## src/rtl/branch_predictor_if.sv

```systemverilog
// Pipeline-side bundle for branch_predictor: IF-stage lookup and MEM-stage resolve/train signals.
// master = pipeline driving PCs and outcomes, slave = predictor.
interface branch_predictor_if;
    logic [31:0] pc_if;
    logic        pred_taken_if;
    logic [31:0] pred_target_if;
    logic        mem_valid;
    logic [5:0]  opcode_mem;
    logic [5:0]  func_mem;
    logic [31:0] pc_mem;
    logic        pred_taken_mem;
    logic [31:0] pred_target_mem;
    logic        takebranch_mem;
    logic [31:0] branch_target_mem;
    logic        wrong;
    logic [31:0] branch_count;
    logic [31:0] mispredict_count;

    modport master (
        output pc_if, mem_valid, opcode_mem, func_mem, pc_mem, pred_taken_mem,
               pred_target_mem, takebranch_mem, branch_target_mem,
        input  pred_taken_if, pred_target_if, wrong, branch_count, mispredict_count
    );

    modport slave (
        input  pc_if, mem_valid, opcode_mem, func_mem, pc_mem, pred_taken_mem,
               pred_target_mem, takebranch_mem, branch_target_mem,
        output pred_taken_if, pred_target_if, wrong, branch_count, mispredict_count
    );
endinterface

```

## src/rtl/branch_predictor.sv

```systemverilog
// Direct-mapped BTB with 2-bit saturating counters; predicts at IF, trains and flags mispredicts at MEM.
// Optional statistics counters are built only when BP_STATS_EN is defined.
module branch_predictor #(
    parameter int unsigned BTB_ENTRIES = 16,
    parameter logic [1:0]  CTR_INIT    = 2'b01
) (
    input logic              CLK,
    input logic              nRST,
    branch_predictor_if.slave bp
);
    localparam int unsigned IDXW = $clog2(BTB_ENTRIES);
    localparam int unsigned TAGW = 32 - IDXW - 2;

    localparam logic [5:0] OpRtype = 6'h00;
    localparam logic [5:0] OpJ     = 6'h02;
    localparam logic [5:0] OpJal   = 6'h03;
    localparam logic [5:0] OpBeq   = 6'h04;
    localparam logic [5:0] OpBne   = 6'h05;
    localparam logic [5:0] FnJr    = 6'h08;

    logic [BTB_ENTRIES-1:0] valid_q, valid_d;
    logic [TAGW-1:0]        tag_q    [BTB_ENTRIES];
    logic [TAGW-1:0]        tag_d    [BTB_ENTRIES];
    logic [31:0]            target_q [BTB_ENTRIES];
    logic [31:0]            target_d [BTB_ENTRIES];
    logic [1:0]             ctr_q    [BTB_ENTRIES];
    logic [1:0]             ctr_d    [BTB_ENTRIES];

    logic [IDXW-1:0] idx_if, idx_mem;
    logic [TAGW-1:0] tag_if, tag_mem;
    logic            hit_if, hit_mem, br, jmp, wrong_raw;
    logic            unused_pc_lsb;

    assign idx_if  = bp.pc_if[IDXW+1:2];
    assign tag_if  = bp.pc_if[31:IDXW+2];
    assign idx_mem = bp.pc_mem[IDXW+1:2];
    assign tag_mem = bp.pc_mem[31:IDXW+2];
    assign unused_pc_lsb = ^{bp.pc_if[1:0], bp.pc_mem[1:0]};

    // Lookup reads registered state only, so a same-cycle update is never bypassed.
    assign hit_if  = valid_q[idx_if] && (tag_q[idx_if] == tag_if);
    assign hit_mem = valid_q[idx_mem] && (tag_q[idx_mem] == tag_mem);

    assign bp.pred_taken_if  = nRST && hit_if && ctr_q[idx_if][1];
    assign bp.pred_target_if = bp.pred_taken_if ? target_q[idx_if] : bp.pc_if + 32'd4;

    assign br  = (bp.opcode_mem == OpBeq) || (bp.opcode_mem == OpBne);
    assign jmp = (bp.opcode_mem == OpJ) || (bp.opcode_mem == OpJal) ||
                 ((bp.opcode_mem == OpRtype) && (bp.func_mem == FnJr));

    always_comb begin
        wrong_raw = 1'b0;
        if (br) begin
            wrong_raw = (bp.pred_taken_mem != bp.takebranch_mem) ||
                        (bp.takebranch_mem && (bp.pred_target_mem != bp.branch_target_mem));
        end else if (!jmp) begin
            wrong_raw = bp.pred_taken_mem;
        end
    end

    assign bp.wrong = nRST && bp.mem_valid && wrong_raw;

    always_comb begin
        valid_d  = valid_q;
        tag_d    = tag_q;
        target_d = target_q;
        ctr_d    = ctr_q;
        if (bp.mem_valid) begin
            if (br && hit_mem) begin
                if (bp.takebranch_mem) begin
                    ctr_d[idx_mem]    = (ctr_q[idx_mem] == 2'b11) ? 2'b11 : ctr_q[idx_mem] + 2'd1;
                    target_d[idx_mem] = bp.branch_target_mem;
                end else begin
                    ctr_d[idx_mem] = (ctr_q[idx_mem] == 2'b00) ? 2'b00 : ctr_q[idx_mem] - 2'd1;
                end
            end else if (br && bp.takebranch_mem) begin
                valid_d[idx_mem]  = 1'b1;
                tag_d[idx_mem]    = tag_mem;
                target_d[idx_mem] = bp.branch_target_mem;
                ctr_d[idx_mem]    = 2'b10;
            end else if (!br && hit_mem) begin
                // A non-branch now lives at this PC: scrub the stale entry.
                valid_d[idx_mem] = 1'b0;
            end
        end
    end

    always_ff @(posedge CLK or negedge nRST) begin
        if (!nRST) begin
            valid_q <= '0;
            for (int i = 0; i < BTB_ENTRIES; i++) begin
                tag_q[i]    <= '0;
                target_q[i] <= '0;
                ctr_q[i]    <= CTR_INIT;
            end
        end else begin
            valid_q  <= valid_d;
            tag_q    <= tag_d;
            target_q <= target_d;
            ctr_q    <= ctr_d;
        end
    end

`ifdef BP_STATS_EN
    logic [31:0] branch_count_q, mispredict_count_q;

    always_ff @(posedge CLK or negedge nRST) begin
        if (!nRST) begin
            branch_count_q     <= '0;
            mispredict_count_q <= '0;
        end else begin
            if (bp.mem_valid && br) branch_count_q <= branch_count_q + 32'd1;
            if (bp.wrong)           mispredict_count_q <= mispredict_count_q + 32'd1;
        end
    end

    assign bp.branch_count     = branch_count_q;
    assign bp.mispredict_count = mispredict_count_q;
`else
    assign bp.branch_count     = 32'h0;
    assign bp.mispredict_count = 32'h0;
`endif
endmodule
```

## src/flat_wrapper.sv

```systemverilog
// flat-port wrapper written by rule: the top's interface ports become plain ports
module branch_predictor_flat 
#(
    parameter int unsigned BTB_ENTRIES = 16,
    parameter logic [1:0]  CTR_INIT    = 2'b01
)
  (CLK, nRST, bp_pc_if, bp_mem_valid, bp_opcode_mem, bp_func_mem, bp_pc_mem, bp_pred_taken_mem, bp_pred_target_mem, bp_takebranch_mem, bp_branch_target_mem, bp_pred_taken_if, bp_pred_target_if, bp_wrong, bp_branch_count, bp_mispredict_count);
  branch_predictor_if bp_i ();
  input logic CLK;
  input logic nRST;
  input wire logic [$bits(bp_i.pc_if)-1:0] bp_pc_if;
  input wire logic [$bits(bp_i.mem_valid)-1:0] bp_mem_valid;
  input wire logic [$bits(bp_i.opcode_mem)-1:0] bp_opcode_mem;
  input wire logic [$bits(bp_i.func_mem)-1:0] bp_func_mem;
  input wire logic [$bits(bp_i.pc_mem)-1:0] bp_pc_mem;
  input wire logic [$bits(bp_i.pred_taken_mem)-1:0] bp_pred_taken_mem;
  input wire logic [$bits(bp_i.pred_target_mem)-1:0] bp_pred_target_mem;
  input wire logic [$bits(bp_i.takebranch_mem)-1:0] bp_takebranch_mem;
  input wire logic [$bits(bp_i.branch_target_mem)-1:0] bp_branch_target_mem;
  output wire logic [$bits(bp_i.pred_taken_if)-1:0] bp_pred_taken_if;
  output wire logic [$bits(bp_i.pred_target_if)-1:0] bp_pred_target_if;
  output wire logic [$bits(bp_i.wrong)-1:0] bp_wrong;
  output wire logic [$bits(bp_i.branch_count)-1:0] bp_branch_count;
  output wire logic [$bits(bp_i.mispredict_count)-1:0] bp_mispredict_count;
  assign bp_i.pc_if = bp_pc_if;
  assign bp_i.mem_valid = bp_mem_valid;
  assign bp_i.opcode_mem = bp_opcode_mem;
  assign bp_i.func_mem = bp_func_mem;
  assign bp_i.pc_mem = bp_pc_mem;
  assign bp_i.pred_taken_mem = bp_pred_taken_mem;
  assign bp_i.pred_target_mem = bp_pred_target_mem;
  assign bp_i.takebranch_mem = bp_takebranch_mem;
  assign bp_i.branch_target_mem = bp_branch_target_mem;
  assign bp_pred_taken_if = bp_i.pred_taken_if;
  assign bp_pred_target_if = bp_i.pred_target_if;
  assign bp_wrong = bp_i.wrong;
  assign bp_branch_count = bp_i.branch_count;
  assign bp_mispredict_count = bp_i.mispredict_count;
  branch_predictor #(.BTB_ENTRIES(BTB_ENTRIES), .CTR_INIT(CTR_INIT)) u_core (.CLK(CLK), .nRST(nRST), .bp(bp_i));
endmodule
```

## config.mk

```make
export PLATFORM = sky130hd
export DESIGN_NAME = branch_predictor_flat
export DESIGN_NICKNAME = d
export VERILOG_FILES = /design/src/rtl/branch_predictor_if.sv /design/src/rtl/branch_predictor.sv /design/src/flat_wrapper.sv
export SDC_FILE = /design/constraint.sdc
export NUM_CORES = 2
export LEC_CHECK = 0
export ABC_AREA = 1
export CORE_UTILIZATION = 40
export CTS_CLUSTER_SIZE = 10
export DETAILED_ROUTE_END_ITERATION = 12
export GPL_TIMING_DRIVEN = 1
export MAX_ROUTING_LAYER = met4
export PLACE_DENSITY = 0.64
export SLEW_MARGIN = 20
export SYNTH_ARGS = -nofsm -noshare
export SYNTH_HDL_FRONTEND = slang
export SYNTH_SLANG_ARGS = --single-unit
export TNS_END_PERCENT = 50
```

## constraint.sdc

```tcl
create_clock -name CLK -period 10.47 [get_ports CLK]
set_input_delay 2.094 -clock CLK [delete_from_list [all_inputs] [get_ports CLK]]
set_output_delay 2.094 -clock CLK [all_outputs]
set_load 0.02 [all_outputs]
```

==> results.txt <==
sequential power share: 46.8%
Tot GR Track Use: 28.46%
Worst-path clk slew: 0.05 ns
largest family of logic cells by synthesized area: simple AND/OR/NAND/NOR gates
num ports: 243
Netlist cell types: 54
Seq/Total Area, Yosys: 47.64%
wirelength, routed: 182500 um
NetSw: 2.241 mW
DRC: 4
Crit Path Class: input pin to primary output
first-pass GRT wire length: 275100 um
clk_lat worst skew: 0.76 ns
HPWL after DPL: 106400 um
vias per std cell: 5.620
synthesized area: 51310 sq um
Fin. Hold Viols: 0
Period Utilization, post-route: 92.81%
setup_tns: 0 ns
count of flip-flops with a built-in enable after synthesis: 0
Logic pwr share: 10.6%
Rel. slew slack: 24.74%
peak supply drop: 0.1527 mV
failing checks: design-rule violations
Syn Area/Cell: 7.342 sq um
die width: 360.1 um
# nets final: 6987
root buf cell: clkbuf_16
Final setup viols: 0
worst min-delay path class: flop to flop
main flop type after synthesis: dfrtp_1
Detailed Route Iter0 Violations: 6528
CTS Hold Buffers Added: 0
CTS Buffer Depth: 3
Pwr Density: 145.5 nW/um^2
Core ar.: 127400 sq um
Final WS setup: 0.7533 ns
top-area cell type share of the netlist area: 46.82%
Die Ht: 360.1 um
Area growth, synth to finish: 10.62%
clock share of power: 42.6%
vias in the first global route: 43629
Synth Area in Compound Gates: 20.30%
worst slack, placed: 1.061 ns
synth top area cells: dfrtp_1, nand2_1, o21ai_0, nor2_1, clkbuf_1
Switching Share: 27.14%
Startpoint Class: input pin
DR vias: 48064
unrepaired setup endpoints after global routing: false
post-route antenna net violation count: 0
Simple-Gate Fraction of Synth Area: 23.70%
Post-Synth Adder-Cell Area: 0.02439%
Reg2Reg Depth: 15
internal power: 6.015 mW
Final Critical Period: 9.717 ns
fmax: 0.1029 GHz
ys async rst share: 100.0%
H-tree depth: 3
wire per inst: 21.34 um
Max-Cap Viols: 0
Post-CTS Resized: 0
Crit path arrival time: 7.62 ns
leading area contributor after synthesis: dfrtp_1
Pleak: 25.58 nW
Worst-Margin Slew: 1.129 ns
Pre-antenna DRT Iters: 11
input/output buffers: 176
CP endpoint kind: primary output
GRT overflow: 0
Post-Synth XOR/XNOR Area: 0.8194%
largest net degree at the start of global routing: 168
worst-path fanout max: 22
commonest non-fill, non-tap cell in the layout: nand2_1
Initial Util: 40.29%
CP required: 8.38 ns
CTS tree: done
CTS Buf Count: 111
Hold Path Cell Cnt: 2
status: finished, violations left
Rows: 131
layout cells sized above 1: 4.562%
antenna violations before repair: 11
CTS sink count: 976
Gate Count Post-Synth: 6988
Pins Over Slew Limit: 0
Fin Clk Skew: 0.06336 ns
Setup Buffers After CTS: 0
synthesized flop and latch total: 976
gpl congestion: 0.9266
commonest non-fill, non-tap cells in the layout: nand2_1, o21ai_0, dfrtp_1
Ys Warns: 0
mux cell area share after synthesis: 0%
die area: 129700 sq um
## layout make-up
cell class,count,area [sq um]
clock inverter,9,138.9
timing repair buffer,276,2606
fill,12834,70600
multi-input combinational,5184,23380
inverter,292,1114
antenna,8,20.02
clock buffer,146,2969
sequential,976,24440
tap,1662,2079
## synthesized netlist by cell type, types with 16 or more instances
cell type	n
nand2_1	2273
o21ai_0	1601
dfrtp_1	960
nor2_1	519
clkbuf_1	335
inv_1	284
nand3_1	196
buf_2	163
a21oi_1	153
o22ai_1	91
buf_4	73
o221ai_1	53
nand4_1	50
o211ai_1	41
xor2_1	41
nor3_1	19
buf_1	16
dfstp_2	16
## power by group through the flow
stage / logic (mW) / clock network, mW / registers (mW)
2_1_floorplan: 0.486 / 0 / 3.92
3_3_place_gp: 0.856 / 0 / 3.93
3_5_place_dp: 0.861 / 0 / 3.93
4_1_cts: 0.864 / 3.58 / 3.86
5_1_grt: 0.952 / 3.73 / 3.87
6_report: 0.876 / 3.52 / 3.86
## per-stage QoR
step	instance area, sq um	instances	utilization (%)	total power, mW	hold WS, ns
floorplan	51540	7051	-	4.407	0.4418
global placement	53620	8390	42.10	4.782	0.4521
detailed placement	53620	8390	42.10	4.789	0.4558
CTS	56730	8545	44.54	8.302	0.4646
global route	56750	8551	44.56	8.551	0.4709
finish	56750	8553	44.56	8.256	0.4636
## sequential cells by signal, summed over array words and instances (netlist names), named ones only
| signal | count |
|---|---|
| u_core.tag_q | 416 |
| u_core.ctr_q | 32 |
| u_core.target_q | 512 |
## metal layers
layer	vias up	routed length, um	GRT usage, %
met5	-	0	-
met4	0	7157	10.57
met3	390	18840	5.908
met2	2332	78970	41.74
met1	22859	77530	38.59
li1	22483	-	-
## worst max-delay path: stages
cell,delay (ns)
clkdlybuf4s50_1,0.70
nand2_1,0.36
clkinv_2,0.58
nand2_1,0.25
nand2_1,0.07
inv_1,0.07
nand2_1,0.16
xor2_1,0.26
nor3b_1,0.26
nand3b_1,0.67
nor2_4,0.76
buf_4,0.42
nand2_1,0.10
nand2_1,0.20
clkdlybuf4s50_1,0.65
## path summary, 6_finish.rpt
check                                               from                                to  slack, ns
min reg2reg                 u_core.ctr_q[12]$_DFFE_PN1P_      u_core.ctr_q[12]$_DFFE_PN1P_       0.46
max                                          bp_pc_if[5]             bp_pred_target_if[24]       0.75
max reg2reg                u_core.tag_q[335]$_DFFE_PN0P_      u_core.tag_q[59]$_DFFE_PN0P_       6.44
min                         u_core.ctr_q[12]$_DFFE_PN1P_      u_core.ctr_q[12]$_DFFE_PN1P_       0.46
min in group asynchronous                           nRST     u_core.tag_q[191]$_DFFE_PN0P_       1.24
max in group asynchronous                           nRST  u_core.target_q[277]$_DFFE_PN0P_       5.86
## cells by family after synthesis
logic type | after synthesis
adder cells (fa/ha/maj) | 1
other | 1
flip-flops | 976
XOR/XNOR | 48
AND/OR/NAND/NOR | 3092
AO/OA/AOI/OAI | 1979
buffers and inverters | 891
Note: power is estimated with default switching activity, not from simulation.
